### src/rtl/regfile_wb_sequencer.sv
// rtl/regfile_wb_sequencer.sv - Y86-64 register file with dual write-back sequencer
//
// Owns the 15-entry architectural register file and puts the two write-back
// results of an instruction (valE->dstE, valM->dstM) onto one physical write
// port. When both results target different registers, valE is written on the
// accepting edge and valM one edge later; wb_ready is low during that second
// cycle so the controller stalls.
//
// Optional feature: define REGFILE_WB_BYPASS_EN to forward in-flight write
// data onto valA/valB (zero-cycle read-after-write). Without it, reads
// return registered contents only.
//
// Ports:
//   clk, reset        clock and synchronous active-high reset
//   wb_valid/wb_ready write-back request handshake
//   dstE/valE         execute result and its destination (RNONE = none)
//   dstM/valM         memory result and its destination (RNONE = none)
//   srcA/srcB         decode read port register IDs
//   valA/valB         combinational read data
//   reg_flat          all registers, register i at [i*DATA_W +: DATA_W]
//   wr_count          number of physical writes performed, wrapping

module regfile_wb_sequencer #(
  parameter int          DATA_W  = 64,
  parameter int          NREGS   = 15,
  parameter logic [3:0]  RNONE   = 4'hF,
  parameter logic [63:0] SP_INIT = 64'd0
) (
  input  logic                    clk,
  input  logic                    reset,
  input  logic                    wb_valid,
  output logic                    wb_ready,
  input  logic [3:0]              dstE,
  input  logic [DATA_W-1:0]       valE,
  input  logic [3:0]              dstM,
  input  logic [DATA_W-1:0]       valM,
  input  logic [3:0]              srcA,
  input  logic [3:0]              srcB,
  output logic [DATA_W-1:0]       valA,
  output logic [DATA_W-1:0]       valB,
  output logic [NREGS*DATA_W-1:0] reg_flat,
  output logic [31:0]             wr_count
);

  localparam logic [4:0] NREGS_ID = 5'(NREGS);
  localparam int         SP_ID    = 4;

  typedef enum logic [0:0] {
    IDLE   = 1'b0,
    PEND_M = 1'b1
  } state_t;

  state_t              state;
  state_t              next_state;

  logic [DATA_W-1:0]   regs [NREGS];

  // Deferred valM write captured when both results target distinct registers.
  logic [3:0]          pend_dst;
  logic [DATA_W-1:0]   pend_val;
  logic                pend_load;

  // Single physical write port, selected combinationally.
  logic                wr_en;
  logic [3:0]          wr_dst;
  logic [DATA_W-1:0]   wr_val;
  logic                wr_ok;

  logic                e_on;
  logic                m_on;

  assign e_on = (dstE != RNONE);
  assign m_on = (dstM != RNONE);

  // Writes to RNONE or to IDs beyond the file are dropped without counting.
  assign wr_ok = wr_en && (wr_dst != RNONE) && ({1'b0, wr_dst} < NREGS_ID);

  assign wb_ready = (state == IDLE);

  always_comb begin
    next_state = state;
    wr_en      = 1'b0;
    wr_dst     = RNONE;
    wr_val     = '0;
    pend_load  = 1'b0;
    case (state)
      IDLE: begin
        if (wb_valid) begin
          if (e_on && m_on && (dstE != dstM)) begin
            wr_en      = 1'b1;
            wr_dst     = dstE;
            wr_val     = valE;
            pend_load  = 1'b1;
            next_state = PEND_M;
          end else if (m_on) begin
            // Covers M-only and dstE==dstM, where M wins (e.g. popq %rsp).
            wr_en  = 1'b1;
            wr_dst = dstM;
            wr_val = valM;
          end else if (e_on) begin
            wr_en  = 1'b1;
            wr_dst = dstE;
            wr_val = valE;
          end
        end
      end
      PEND_M: begin
        // wb_valid is deliberately ignored here; the requester holds it.
        wr_en      = 1'b1;
        wr_dst     = pend_dst;
        wr_val     = pend_val;
        next_state = IDLE;
      end
      default: next_state = IDLE;
    endcase
  end

  always_ff @(posedge clk) begin
    if (reset) begin
      state    <= IDLE;
      pend_dst <= RNONE;
      pend_val <= '0;
      wr_count <= '0;
      for (int i = 0; i < NREGS; i++) begin
        regs[i] <= (i == SP_ID) ? SP_INIT[DATA_W-1:0] : '0;
      end
    end else begin
      state <= next_state;
      if (pend_load) begin
        pend_dst <= dstM;
        pend_val <= valM;
      end
      if (wr_ok) begin
        regs[wr_dst] <= wr_val;
        wr_count     <= wr_count + 32'd1;
      end
    end
  end

  genvar gi;
  generate
    for (gi = 0; gi < NREGS; gi++) begin : g_flat
      assign reg_flat[gi*DATA_W +: DATA_W] = regs[gi];
    end
  endgenerate

  // Both read ports share one lookup loop.
  logic [3:0]        rd_src [2];
  logic [DATA_W-1:0] rd_val [2];

  assign rd_src[0] = srcA;
  assign rd_src[1] = srcB;
  assign valA      = rd_val[0];
  assign valB      = rd_val[1];

  always_comb begin
    for (int p = 0; p < 2; p++) begin
      rd_val[p] = '0;
      if ((rd_src[p] != RNONE) && ({1'b0, rd_src[p]} < NREGS_ID)) begin
`ifdef REGFILE_WB_BYPASS_EN
        // Newest data first: pending M, then this cycle's accepted write
        // (M before E), then the register itself. Nothing is forwarded
        // while reset is asserted since no write can happen then.
        if (!reset && (state == PEND_M) && (pend_dst == rd_src[p])) begin
          rd_val[p] = pend_val;
        end else if (!reset && (state == IDLE) && wb_valid && m_on &&
                     (dstM == rd_src[p])) begin
          rd_val[p] = valM;
        end else if (!reset && (state == IDLE) && wb_valid && e_on &&
                     (dstE == rd_src[p])) begin
          rd_val[p] = valE;
        end else begin
          rd_val[p] = regs[rd_src[p]];
        end
`else
        rd_val[p] = regs[rd_src[p]];
`endif
      end
    end
  end

endmodule

### config.mk
export PLATFORM = sky130hd
export DESIGN_NAME = regfile_wb_sequencer
export DESIGN_NICKNAME = d
export VERILOG_FILES = /design/src/rtl/regfile_wb_sequencer.sv
export SDC_FILE = /design/constraint.sdc
export NUM_CORES = 2
export LEC_CHECK = 0
export BUFFER_PORTS_ARGS = -buffer_cell sky130_fd_sc_hd__buf_4
export CAP_MARGIN = 15
export CORE_AREA = 2 2 489 491
export DETAILED_ROUTE_END_ITERATION = 10
export DIE_AREA = 0 0 491 493
export MAX_ROUTING_LAYER = met4
export PLACE_DENSITY = 0.39
export SYNTH_ARGS = -nofsm -noshare
export SYNTH_HDL_FRONTEND = slang
export SYNTH_SLANG_ARGS = --single-unit
### constraint.sdc
create_clock -name clk -period 12.34 [get_ports clk]
set_clock_uncertainty 0.15 [all_clocks]
set_input_delay 2.468 -clock clk [delete_from_list [all_inputs] [get_ports clk]]
set_output_delay 2.468 -clock clk [all_outputs]
set_load 0.01 [all_outputs]
## Word-level counts from Yosys, hierarchy flattened

Memory sizes are Yosys's and may differ from the RTL's.
Index checks and enable logic that the tools add are counted.

- $add $sub $neg: 1
- Order comparisons: 3
- Equal/unequal tests: 6
- Multiplexer cells: 29
- Bitwise operators: 1
- Reduce and logical (&&, ||, !) cells: 7

Operators by type and width:

| cell | count |
|---|---|
| 64-bit 2-to-1 mux | 7 |
| 64-bit case mux with 2 select lines | 1 |
| 64-bit OR reduction | 1 |
| 32-bit by 1-bit adder with 32-bit output (second input constant) | 1 |
| 4-bit 2-to-1 mux | 5 |
| 4-bit != test (second input constant) | 5 |
| 1-bit 2-to-1 mux | 13 |
| 4-bit less-than comparator (second input constant) | 3 |
| 4-bit case mux with 2 select lines | 1 |
| 1-bit logical AND | 6 |
| 4-bit != test | 1 |
| 1-bit case mux with 2 select lines | 2 |
| 1-bit inverter | 1 |

- Register bits after elaboration: 101
- RAM bits: 960
- Input port bits: 147
- Output and inout bits: 1121
- Logic and storage cells: 52
- Memories: 1

Memories:

| name | words | bits a word | read ports | clocked after Yosys merged registers in | write ports | line | text |
|---|---|---|---|---|---|---|---|
| regs | 15 | 64 | 17 | 0 | 15 | 56 | `logic [DATA_W-1:0] regs [NREGS];` |

## Depth between registers and ports, before layout

- Depth in word-level cells: 14
- Gate-level depth with buffers: 12
- Mapped depth without buffers: 6

## Least setup slack after synthesis

No wires, ideal clock.

- Path kind: input-to-output
- Start: input port srcA[0]
- End: output port valA[34]
- Arrival time: 4345 ps
- Path slack: 5377 ps
- Stages: 6
- Path buffers: 3
- Cells stage by stage: clkbuf_1 > buf_2 > buf_2 > mux4_2 > mux4_2 > nor2b_1

- Longest elaborated chain between the ends: 3
- Elaborated cells between the ends (all ways): 5
- Classes of those cells: order compare: 1; eq/ne: 1; mux: 1; reduce/logical: 1; memory: 1

Ends and longest elaborated chain:

| element | line | text |
|---|---|---|
| from (decl) | 37 | `input logic [3:0] srcA,` |
| 4-bit less-than comparator / 4-bit != test (equally long branches) | 159 | `if ((rd_src[p] != RNONE) && ({1'b0, rd_src[p]} < NREGS_ID)) begin` |
| 1-bit logical AND | 159 |  |
| 64-bit 2-to-1 mux * | 159 |  |
| to (decl) | 39 | `output logic [DATA_W-1:0] valA,` |

Every way passes the cells marked *; elsewhere a longest branch is shown, timed or not.

## Worst setup path after layout

- Start: input port srcB[0]
- End: output port valB[50]

- Longest elaborated chain between the ends: 3
- Elaborated cells between the ends (all ways): 5
- Classes of those cells: order compare: 1; eq/ne: 1; mux: 1; reduce/logical: 1; memory: 1

Ends and longest elaborated chain:

| element | line | text |
|---|---|---|
| from (decl) | 38 | `input logic [3:0] srcB,` |
| 4-bit less-than comparator / 4-bit != test (equally long branches) | 159 |  |
| 1-bit logical AND | 159 |  |
| 64-bit 2-to-1 mux * | 159 |  |
| to (decl) | 40 | `output logic [DATA_W-1:0] valB,` |

Marked as above.

==> results.md <==
* Status: completed
* Area delta synth->final at 30.3%
* Register area share after synthesis at 56.7%
* VDD IR max at 0.109 mV
* Largest net degree at the start of global routing at 103
* CP Launch Type: primary input
* Later-pin clock latency in the skew report at 810 ps
* Routed vias at 43,338
* Fmax at 119 MHz
* Synthesized area per cell at 15.0 um2
* CTS resizes at 0
* RSZ-0062 raised after global routing: no
* # clock sinks at 1,125
* Setup TNS at 0 ps
* First-pass GRT wire length at 434,000 um
* Leading cell types by total area after synthesis: edfxtp_1 (53%), mux4_2 (25%), nor2_1 (6.4%)
* Vias in the first global route at 42,144
* Setup Viol. Count Final at 0
* Max cap viols at 0
* Total CTS buffers at 146
* Row cnt at 179
* Area occupied by multi-input gates at 23,200 um2
* Slowest cell on the critical path: and4_4
* Wire per inst at 39.8 um
* Area of the core at 237,000 um2
* Initial antenna violation count at 23
* Hold WC Path Type: reg2reg
* CP delay by family, top: buffers and inverters
* H-tree levels at 4
* Post-CTS Setup Bufs at 0
* Die area at 242,000 um2
* Vias per cell at 5.21
* Cells after DPL at 8,040
* CTS max path bufs at 3
* Synth area leader: edfxtp_1
* Number of DRC markers in iteration 0 at 4,888
* Ys flop type: edfxtp_1
* Clk root buf: clkbuf_16
* FF/Latch Area at 32,800 um2
* Final Critical Period at 8440 ps
* Grt total ovfl at 0
* Cell Area, Synth at 57,800 um2
* Layout Cells excl Fill at 8,319
* Post-synth top area share at 53.2%
* Post-route ant nets at 0
* Final core utilization at 31.8%
* Slew Limit Fails at 0
* Post-layout net count at 5,173
* Worst endpoint data arrival time at 5820 ps
* Die Wd at 491 um
* CTS tree: done
* Ys async rst share at 0%
* Hold_buf cts at 0
* LEAKAGE at 0.0288 uW
* Seq cells post-synth at 1,125
* Slowest stage delay, CP at 880 ps
* Synth warn at 0
* PD cells at 142 nW/um2
* Placer Congestion at 0.862
* Clock edge transition at the registers on the reported setup and hold paths at 50 ps
* Worst-margin pin slew at 1210 ps
* Top Ports at 1,268
* Final hold violation count at 0
* Cell mode on critical path: buf_4
* Buf+Inv Stages, Crit Path at 4
* Number of synthesized flops with an enable pin at 1,024
* Routed WL at 331,000 um
* Mapped Cells at 3,851
* # DRC at 0
* Hpwl dp at 232,000 um
* CP Cell Sequence: buf_8 > buf_12 > and4_4 > buf_4 > nor2b_1 > buf_4
* Drt pass-1 iters at 5
* Crit. End Element: output pin
* Worst-path fanout max at 65
* Headroom to the max-slew limit at 19.4%
* Layout cell share with drive strength beyond 1 at 45.2%
* WP data required at 9720 ps
* Total GRT Usage at 27.4%
* Critical setup path kind: in2out
* Library cells used by synthesis at 53
* IO buf count at 1,267
* Die Ht at 493 um
* # fillers at 23,783
* Period utilization at 68.4%
* Initial Utilization at 24.4%
==> logic make-up after synthesis <==
| kind of cell | synth area share, % |
|---|---|
| AND/OR/NAND/NOR | 9.70 |
| adder cells (fa/ha/maj) | 0.0216 |
| multiplexers | 26.0 |
| buffers and inverters | 4.14 |
| AO/OA/AOI/OAI | 3.06 |
| XOR/XNOR | 0.348 |
| flip-flops | 56.7 |
| other | 0.00649 |
==> state kept, by name, summed over array words and instances, names as in the netlist <==
| register | cells |
|---|---|
| regs | 1024 |
| pend_val | 64 |
| wr_count | 32 |
| pend_dst | 4 |
| state | 1 |
==> through the flow <==
step	setup slack (ps)	hold WS, ps	total power [uW]	cell area [um2]
after floorplan	5380	300	5410	58100
after global placement	3930	305	6390	70300
after detailed placement	3900	311	6400	70400
after CTS	3880	318	10800	75200
after global routing	3780	329	11000	75300
final	3900	316	10700	75300
==> synthesized netlist by cell type (3+ instances only) <==
| cell type | number |
|---|---|
| clkbuf_1 | 127 |
| nand3_1 | 11 |
| nor2b_1 | 131 |
| inv_1 | 49 |
| and4_1 | 6 |
| and2_1 | 4 |
| buf_2 | 128 |
| buf_6 | 42 |
| xor2_1 | 21 |
| inv_2 | 18 |
| edfxtp_1 | 1024 |
| nand2b_1 | 16 |
| or3_1 | 11 |
| nand2_1 | 160 |
| dfxtp_1 | 101 |
| and3_1 | 8 |
| a2bb2oi_2 | 64 |
| o21ai_0 | 16 |
| mux2i_1 | 64 |
| mux4_2 | 640 |
| nand4_1 | 3 |
| nor2_1 | 989 |
| o211ai_1 | 5 |
| a21oi_1 | 82 |
| nand3b_1 | 4 |
| o2111ai_1 | 9 |
| buf_4 | 61 |
| buf_1 | 24 |
==> layout by cell type (no fill, tap or decap), drive strengths merged, types with 3 or more instances in the layout <==
cell / n
and3: 8
diode: 7
o2111ai: 9
nor2: 989
a21oi: 82
mux4: 640
a2bb2oi: 64
nand4: 3
bufinv: 12
dfxtp: 101
edfxtp: 1024
clkinv: 55
nand2b: 16
mux2i: 64
inv: 77
buf: 1344
conb: 64
nand3b: 4
o211ai: 7
and4: 6
nor2b: 131
nand3: 11
xor2: 21
or3: 11
clkbuf: 193
o21ai: 19
and2: 4
nand2: 161
==> routing by layer <==
layer	global-route usage (%)	routed length, um	up-vias
met5	-	0	-
met4	7.61	10400	0
met3	6.82	27300	328
met2	42.8	156000	2261
met1	35.4	138000	23742
li1	-	-	17007
==> report_power, final <==
part	leakage (uW)	switching [uW]	internal, uW
sequential	0.0114	210	4350
combinational	0.0150	1040	718
clock	0.00239	1840	2570
==> worst reg2reg max path, stage by stage, from the launching register on <==
cell and delay, ps:
dfxtp_4 890, inv_1 500, o22a_1 540, nor2_1 530
nand3_4 710, nand2b_4 1080, buf_4 790
==> final cells by class <==
class / count / share of cell area [%]
clock inverters: 77 / 1.10
multi-input cells: 2339 / 30.7
inverters: 67 / 0.334
diodes: 7 / 0.0233
flip-flops and latches: 1125 / 43.5
repair buffers: 1346 / 13.7
clock buffers: 191 / 5.36
well taps: 3167 / 5.26
==> final timing paths <==
check	start	to	slack (ps)	cells past startpoint
max	srcB[0]	valB[50]	3900	6
min reg2reg	pend_val[12]	pend_val[12]	320	2
max reg2reg	state	regs[14][34]	6670	6
min	pend_val[12]	pend_val[12]	320	2
(Power assumes the default switching activity.)
